**src/rtl/util_axis_count_checker_pkg.sv**
```systemverilog
// Shared types, constants and helpers for the AXI-Stream counting-pattern checker.
//   state_t       : checker FSM states
//   LFSR_TAPS     : 16-bit Fibonacci LFSR tap mask (x^16 + x^14 + x^13 + x^11 + 1)
//   sat_inc()     : saturating increment for counters up to 64 bits wide
package util_axis_count_checker_pkg;

    typedef enum logic [0:0] {
        SYNC  = 1'b0,
        CHECK = 1'b1
    } state_t;

    // Bits 15, 13, 12 and 10 feed back into bit 0.
    localparam logic [15:0] LFSR_TAPS = 16'hB400;

    localparam int unsigned SAT_MAX_WIDTH = 64;

    // Increment value, holding at all-ones of the given width.
    function automatic logic [SAT_MAX_WIDTH-1:0] sat_inc(
        input logic [SAT_MAX_WIDTH-1:0] value,
        input int unsigned              width
    );
        logic [SAT_MAX_WIDTH-1:0] max_val;
        if (width >= SAT_MAX_WIDTH) begin
            max_val = '1;
        end else begin
            max_val = (SAT_MAX_WIDTH'(1) << width) - SAT_MAX_WIDTH'(1);
        end
        return (value >= max_val) ? value : value + SAT_MAX_WIDTH'(1);
    endfunction

endpackage

```
**src/rtl/util_axis_count_checker_lfsr16.sv**
```systemverilog
// 16-bit Fibonacci LFSR, shifting toward the MSB with feedback into bit 0.
//   clk     : clock, rising edge
//   rst     : synchronous active-high reset, loads SEED
//   en      : advance one step this cycle
//   out_bit : bit 0 of the current state
//   state   : full current state (never zero for a nonzero SEED)
module util_lfsr16
    import util_axis_count_checker_pkg::*;
#(
    parameter logic [15:0] SEED = 16'hACE1
) (
    input  logic        clk,
    input  logic        rst,
    input  logic        en,
    output logic        out_bit,
    output logic [15:0] state
);

    // Step the register; XOR of the tapped bits enters at the bottom.
    always_ff @(posedge clk) begin
        if (rst) begin
            state <= SEED;
        end else if (en) begin
            state <= {state[14:0], ^(state & LFSR_TAPS)};
        end
    end

    assign out_bit = state[0];

endmodule

```
**config.mk**
```make
export PLATFORM = sky130hd
export DESIGN_NAME = util_lfsr16
export DESIGN_NICKNAME = d
export VERILOG_FILES = /design/src/rtl/util_axis_count_checker_pkg.sv /design/src/rtl/util_axis_count_checker_lfsr16.sv
export SDC_FILE = /design/constraint.sdc
export NUM_CORES = 1
export LEC_CHECK = 0
export BUFFER_PORTS_ARGS = -buffer_cell sky130_fd_sc_hd__buf_4
export CORE_MARGIN = 4
export CORE_UTILIZATION = 25
export CTS_CLUSTER_DIAMETER = 30
export CTS_CLUSTER_SIZE = 12
export DETAILED_ROUTE_END_ITERATION = 6
export PLACE_DENSITY = 0.41
export SETUP_SLACK_MARGIN = 0.2
export SLEW_MARGIN = 20
export SYNTH_ARGS = -nofsm -noshare
export SYNTH_HDL_FRONTEND = slang
export SYNTH_SLANG_ARGS = --single-unit
```
**constraint.sdc**
```tcl
create_clock -name clk -period 1.1 [get_ports clk]
set_clock_uncertainty 0.1 [all_clocks]
set_input_delay 0.11 -clock clk [delete_from_list [all_inputs] [get_ports clk]]
set_output_delay 0.11 -clock clk [all_outputs]
set_load 0.02 [all_outputs]
```
### Word level (Yosys, flattened, before mapping)

Cells that the tools add are included.

| operators by class | value |
|---|---|
| reduce and logical (&&, ||, !) cells | 1 |

Operators with widths:

| cell | number |
|---|---|
| XOR reduction 16 bit | 1 |

| word-level totals | value |
|---|---|
| input bits | 3 |
| word-level logic and storage cells | 2 |
| bits in registers | 16 |
| output and inout bits | 17 |

### Depth between registers and ports, before layout

Gate-level depths: netlist of the first run.

| depth | value |
|---|---|
| depth in word-level cells | 1 |
| gate-level depth with buffers | 4 |
| gate-level depth less buffers | 3 |

### Worst setup path after synthesis of the first run

OpenSTA, ideal clock, no wires.

| timing path | value |
|---|---|
| kind | reg2reg |
| from | register state[10] |
| to | register state[0] |
| setup time | 0.126 ns |
| data required time | 0.874 ns |
| clock period less this slack | 1.075 ns |
| arrival time | 0.849 ns |
| path slack | 0.025 ns |
| stages on the path, launching flop included | 4 |
| cells stage by stage | dfxtp_1 > xnor2_2 > xnor2_1 > a31oi_1 |

| on the way | value |
|---|---|
| word-level cells in the longest chain between the ends | 1 |

Ends and longest elaborated chain:

| what | RTL line | RTL |
|---|---|---|
| start, declared | util_axis_count_checker_lfsr16.sv:16 | `output logic [15:0] state` |
| start signal, assigned | util_axis_count_checker_lfsr16.sv:24 | `state <= {state[14:0], ^(state & LFSR_TAPS)};` |
| XOR reduction 16 bit | util_axis_count_checker_lfsr16.sv:24 |  |

No other way between the ends.
A chain may end at the register's enable or synchronous reset.

### Worst setup path in the final report of the first run

| timing path | value |
|---|---|
| from | register state[13] |
| to | output state[13] |

No word-level cell between the ends.

==> results.toml, run 1 <==
[placed_design]
gpl_congestion = 0.5980
detailed_place_hpwl_um = 879.9
placed_cells = 99
io_buffer_count = 19

[routing]
drt_iter0_markers = 2
drtAntennaViolNets = 0
drt-wirelength-per-cell_um = 12.17
post_drt_via_cell_ratio = 4.243
dr.pass1.iters = 4
drcViolationCount = 0
via_count = 488
route.final.wire_length_mm = 1.400

[timing]
tightest_slew_ns = 0.2731
setup-tns-final_ns = 0
final-hold-violation-count = 8
slew_headroom_pct = 81.80
setup_repair_after_global_routing_missed_its_margin = "yes"
period_share_pct = 90.17
hold-worst-slack_ns = -0.03177
final.min_clock_period_ns = 0.9919
finalSetupViolCount = 0
final_max_slew_viol_count = 0
clock.fmax_mhz = 1008

[global_routing]
number_of_global_route_vias_before_repair = 530
grt_overflow = 0
antenna_violations_before_repair = 0
grt_pass1_wl_mm = 2.408
globalRouteTotalUtil_pct = 9.450
largest_net_degree_at_the_start_of_global_routing = 18

[pwr]
p_sw_share_pct = 27.92
power_report.internal_total_mw = 0.9397
sequentialPowerShare_pct = 51.6
switchingPower_mw = 0.3639
comb_power_share_pct = 24.6
clock_power_share_pct = 23.8
static-leakage-power_nw = 0.4680
power_per_cell_area_mw_per_mm2 = 1314
irDropWorstVdd_mv = 0.7102

[logic_synthesis]
count_of_warnings_emitted_by_yosys = 0
syn_avg_cell_area_um2 = 11.19
ys_types = 13
synthesis.area_um2 = 626.9
synthesis.nets = 59
syn-instance-count = 56
ys_ff_latch = 16
yosysSeqAreaShare_pct = 51.10

[cells_and_area]
share_of_final_layout_standard_cells_stronger_than_drive_strength_1_pct = 59.77
multi_input_comb_area_um2 = 259.0
layout_top_registers = "state (16)"
number_of_flip_flops_under_the_largest_register_name = 16
fillers = 241
final_cells = 115
ff_latch_area_um2 = 352.8
max_flop_register = "state"
num_antenna_cells = 0
layout.nets = 91
areaGrowthSynthToFinish_pct = 58.28

[worst_setup_path]
cp_data_arrival_time_ns = 0.78
cpPeakStageDelay_ns = 0.39
cp-start-kind = "flip-flop"
path_delay_family = "flip-flops"
timing.critical_path.fanout_max = 4
crit_type = "flip-flop to output port"
critical_path_required_ns = 0.89
critical_path.cell_chain = "buf_6"
critical_path_buf_inv_count = 1
critical-path-slowest-cell = "sky130_fd_sc_hd__dfxtp_4"
timing.critical_path.to_type = "output port"

[clocking]
tritoncts = "done"
cts_sinks = 16
htreeDepth = 1
cts_root_buf = "sky130_fd_sc_hd__clkbuf_4"
clkTransAtPathRegs_ns = 0.09
cts_max_path_buffers = 2
clk_latency_ns = 0.28
cts-buffers-inserted = 3

[floorplan]
die_w_um = 58.08
core_mm2 = 0.002297
chipHeight_um = 58.08
io-pin-count = 20
floorplan.die_area_mm2 = 0.003373
effective_utilization_at_floorplan_pct = 27.29
placement_rows = 17

[run_status]
violations = "hold timing"
outcome = "finished with violations"

[hold_path]
hold_path_class = "primary input to flip-flop"

[job]
max-cap-violations = 0
[metrics by stage]
| stage | util, % | power [mW] | setup WS, ns | instance area [um2] |
|---|---|---|---|---|
| after global placement | 33.77 | 0.9238 | 0.1617 | 775.7 |
| after detailed placement | 33.77 | 0.9242 | 0.1527 | 775.7 |
| final | 43.19 | 1.304 | 0.1081 | 992.2 |
| after floorplan | - | 0.8436 | 0.1619 | 641.9 |
| after global routing | 43.19 | 1.393 | 0.05657 | 992.2 |
| after CTS | 42.37 | 1.317 | 0.08913 | 973.4 |
[power groups by stage]
stage	Combinational, mW	Sequential, mW	Clock [mW]
finish	0.321	0.673	0.310
global route	0.347	0.681	0.365
CTS	0.318	0.673	0.326
detailed placement	0.246	0.678	0
global placement	0.247	0.676	0
floorplan	0.124	0.719	0
[path summary, 6_finish.rpt]
path                                        startpoint                     end  slack (ns)  cells after the start
worst max-delay path            state[13]$_SDFFE_PP1P_               state[13]        0.11                      1
worst min register to register  state[12]$_SDFFE_PP0P_  state[13]$_SDFFE_PP1P_        0.43                      2
worst min-delay path                               rst   state[2]$_SDFFE_PP0P_       -0.03                      2
worst max register to register  state[15]$_SDFFE_PP1P_   state[0]$_SDFFE_PP1P_        0.14                      3
[cells in the mapped netlist, drive strengths merged]
master,number,share of area (%)
dfxtp,16,51
mux2i,15,24
nor2,8,4.8
nand2,7,4.2
buf,3,6.2
xnor2,3,6.6
a31oi,1,1.0
clkbuf,1,0.80
inv,1,0.60
nor3,1,0.80
[cells by family after synthesis]
kind of cell              count (synthesis)  synth area share [%]
DFF                                      16                 51.10
and+or+nand+nor                          16                 9.781
muxes                                    15                 23.95
buffers and inverters                     5                 7.584
xor gates and xnor gates                  3                 6.587
AOI/OAI and AO/OA                         1                0.9986
[placed cells by master, fill, tap and decap left out]
cell | netlist | routed
sky130_fd_sc_hd__buf_6 | 1 | 22
sky130_fd_sc_hd__mux2i_1 | 15 | 15
sky130_fd_sc_hd__dfxtp_2 | 0 | 11
sky130_fd_sc_hd__buf_4 | 1 | 9
sky130_fd_sc_hd__nor2_1 | 8 | 8
sky130_fd_sc_hd__nand2_1 | 7 | 7
sky130_fd_sc_hd__dfxtp_4 | 0 | 5
sky130_fd_sc_hd__clkbuf_4 | 0 | 3
sky130_fd_sc_hd__xnor2_2 | 2 | 2
sky130_fd_sc_hd__inv_1 | 1 | 1
sky130_fd_sc_hd__xnor2_1 | 1 | 1
sky130_fd_sc_hd__nor3_1 | 1 | 1
sky130_fd_sc_hd__a31oi_1 | 1 | 1
sky130_fd_sc_hd__clkinv_1 | 0 | 1
[cell type report]
cell class | instances | area share, %
Sequential cell | 16 | 35.56
Tap cell | 28 | 3.531
Clock buffer | 3 | 2.270
Multi-Input combinational cell | 35 | 26.10
Timing Repair Buffer | 31 | 31.78
Inverter | 1 | 0.3783
Clock inverter | 1 | 0.3783
[repair_timing]
action / 4_1_cts / 5_1_grt
endpoints found under the hold margin: 8 / 8
gates resized for setup: 30 / 5
setup buffers: 12 / 0
pin swaps: 1 / 2
setup endpoints to repair: 18 / 24
[routing by layer]
layer / track usage (%) / wire length, um / vias to the layer above
li1: - / - / 248
met1: 11.53 / 654 / 228
met2: 14.68 / 663 / 10
met3: 4.454 / 66 / 2
met4: 2.980 / 16 / 0
met5: 0 / 0 / -
(Power assumes the default switching activity.)
==> run 2, diff against run 1 <==
- CORE_UTILIZATION: 25 -> 30
- PLACE_DENSITY: 0.41 -> 0.48
==> run 2 against run 1 <==
Effect of this change:
- register-to-register slack barely moved
- sequential cell count did not move
- non-clock buffer count rose by 3
- core utilization rose by 9.1 points
- combinational power rose by 7.2%
- the flow now finishes without violations
- final area rose by 4.5%
- sequential share of layout area fell by 1.5 points
- worst hold slack improved by 0.041 ns
==> results.toml, run 2 (synthesis results as in run 1) <==
[cells_and_area]
number_of_flip_flops_under_the_largest_register_name = 16
layout.cells.most_common = "sky130_fd_sc_hd__buf_6"
layout.nets = 94
max_flop_register = "state"
end_of_flow_core_utilization_pct = 52.34
most-common-layout-cells = "27 x sky130_fd_sc_hd__buf_6, 15 x sky130_fd_sc_hd__mux2i_1, 11 x sky130_fd_sc_hd__dfxtp_2"
final_design_area_no_fill_mm2 = 0.001037
ff_latch_area_um2 = 352.8
multi_input_comb_area_um2 = 259.0
final_cells = 117
layout_top_registers = "state (16)"
areaGrowthSynthToFinish_pct = 65.47
share_of_final_layout_standard_cells_stronger_than_drive_strength_1_pct = 60.00
num_antenna_cells = 0
fillers = 198

[floorplan]
placement_rows = 16
effective_utilization_at_floorplan_pct = 31.63
chipHeight_um = 53.71
core_mm2 = 0.001982
floorplan.die_area_mm2 = 0.002885
io-pin-count = 20
die_w_um = 53.71

[worst_setup_path]
path_depth = 1
critical-path-slowest-cell = "sky130_fd_sc_hd__dfxtp_4"
path_delay_family = "flip-flops"
r2r.worst_path.cells = 3
critical_path_required_ns = 0.89
timing.critical_path.fanout_max = 3
cp-start-kind = "flip-flop"
cp_data_arrival_time_ns = 0.79
cpPeakStageDelay_ns = 0.39
timing.critical_path.from = "state[10]$_SDFFE_PP1P_"
critical_path.endpoint = "state[10]"
timing.critical_path.to_type = "output port"
r2r_setup_slack_ns = 0.13
critical_path.reg2reg.endpoint = "state[0]$_SDFFE_PP1P_"
crit_type = "flip-flop to output port"
rr_startpoint = "state[13]$_SDFFE_PP1P_"
critical_path.cell_chain = "buf_6"
critical_path_buf_inv_count = 1

[clocking]
tritoncts = "done"
cts_max_path_buffers = 2
cts_sinks = 16
htreeDepth = 1
clk_latency_ns = 0.29
cts-buffers-inserted = 3
cts_root_buf = "sky130_fd_sc_hd__clkbuf_4"
clkTransAtPathRegs_ns = 0.10

[timing]
hold-worst-slack_ns = 0.009072
final-hold-violation-count = 0
setup-tns-final_ns = 0
slew_headroom_pct = 77.26
clock.fmax_mhz = 998.6
final.min_clock_period_ns = 1.001
setup_repair_after_global_routing_missed_its_margin = "yes"
finalSetupViolCount = 0
tightest_slew_ns = 0.3412
period_share_pct = 91.04
final_max_slew_viol_count = 0
postLayoutSetupSlackWorst_ns = 0.09860

[pwr]
p_sw_share_pct = 28.42
sequentialPowerShare_pct = 50.4
comb_power_share_pct = 25.7
power_report.internal_total_mw = 0.9574
clock_power_share_pct = 23.9
power_per_cell_area_mw_per_mm2 = 1289
irDropWorstVdd_mv = 0.7526
switchingPower_mw = 0.3802
static-leakage-power_nw = 0.4947
post-layout-total-power_mw = 1.338

[global_routing]
globalRouteTotalUtil_pct = 12.40
gr_met1_demand_resource_pct = 14.48
number_of_global_route_vias_before_repair = 547
grt_pass1_wl_mm = 2.504
antenna_violations_before_repair = 0
largest_net_degree_at_the_start_of_global_routing = 18
met2_usage_pct = 19.96
grt_overflow = 0
grt_use_met3_pct = 4.986
globalRoute.busiestLayer = "met2"

[placed_design]
placedInstanceArea_um2 = 774.5
placed_cells = 98
gpl_congestion = 0.6432
io_buffer_count = 19
preCtsSetupSlack_ns = 0.1469

[job]
max-cap-violations = 0

[routing]
drtAntennaViolNets = 0
drt_iter0_markers = 8
drcViolationCount = 0
route.final.wire_length_mm = 1.457
dr.pass1.iters = 4
via_count = 516
drt-wirelength-per-cell_um = 12.45
post_drt_via_cell_ratio = 4.410

[run_status]
outcome = "complete, no violations"

[hold_path]
hold_path_class = "primary input to flip-flop"
min-delay-start = "rst"
-- run 2: cell count changes in the layout (fill, tap and decap cells not counted), sizes merged --
cell          delta
dlymetal6s4s     +1
buf              +2
-- run 2: worst min-delay path by stage --
stage / cells after the start / end
after floorplan: 2 / state[12]$_SDFFE_PP0P_
after global placement: 2 / state[12]$_SDFFE_PP0P_
after detailed placement: 2 / state[12]$_SDFFE_PP0P_
after CTS: 3 / state[0]$_SDFFE_PP1P_
after global routing: 3 / state[0]$_SDFFE_PP1P_
final: 3 / state[0]$_SDFFE_PP1P_
-- run 2: per-layer routing --
layer	share of wire [%]	up-vias
met1	46	241
met4	1.4	0
met5	0	-
met2	47	18
met3	5.1	4
li1	-	253
-- run 2: cell type report --
class / count / share of cell area, %
inverter: 1 / 0.3619
clock inverter: 1 / 0.3619
timing repair buffer: 34 / 34.86
clock buffer: 3 / 2.171
tap: 27 / 3.257
multi-input combinational: 35 / 24.97
sequential: 16 / 34.02
-- run 2: timing repair --
action,4_1_cts,5_1_grt
pin swaps,2,7
cloned,0,0
hold endpoints to repair,8,0
resized for setup,30,11
hold buffers,1,0
setup buffers,13,1
setup endpoints to repair,18,32
-- run 2: tightest hold or removal path, cell delays in order --
cell and delay [ns]:
sky130_fd_sc_hd__buf_4 0.10, sky130_fd_sc_hd__nor3_1 0.04, sky130_fd_sc_hd__a31oi_1 0.11
-- run 2: power groups by stage --
stage / combinational, mW / sequential (mW) / clock (mW)
floorplan: 0.124 / 0.719 / 0
global placement: 0.245 / 0.677 / 0
detailed placement: 0.246 / 0.678 / 0
CTS: 0.327 / 0.672 / 0.345
global route: 0.370 / 0.681 / 0.375
finish: 0.344 / 0.674 / 0.320
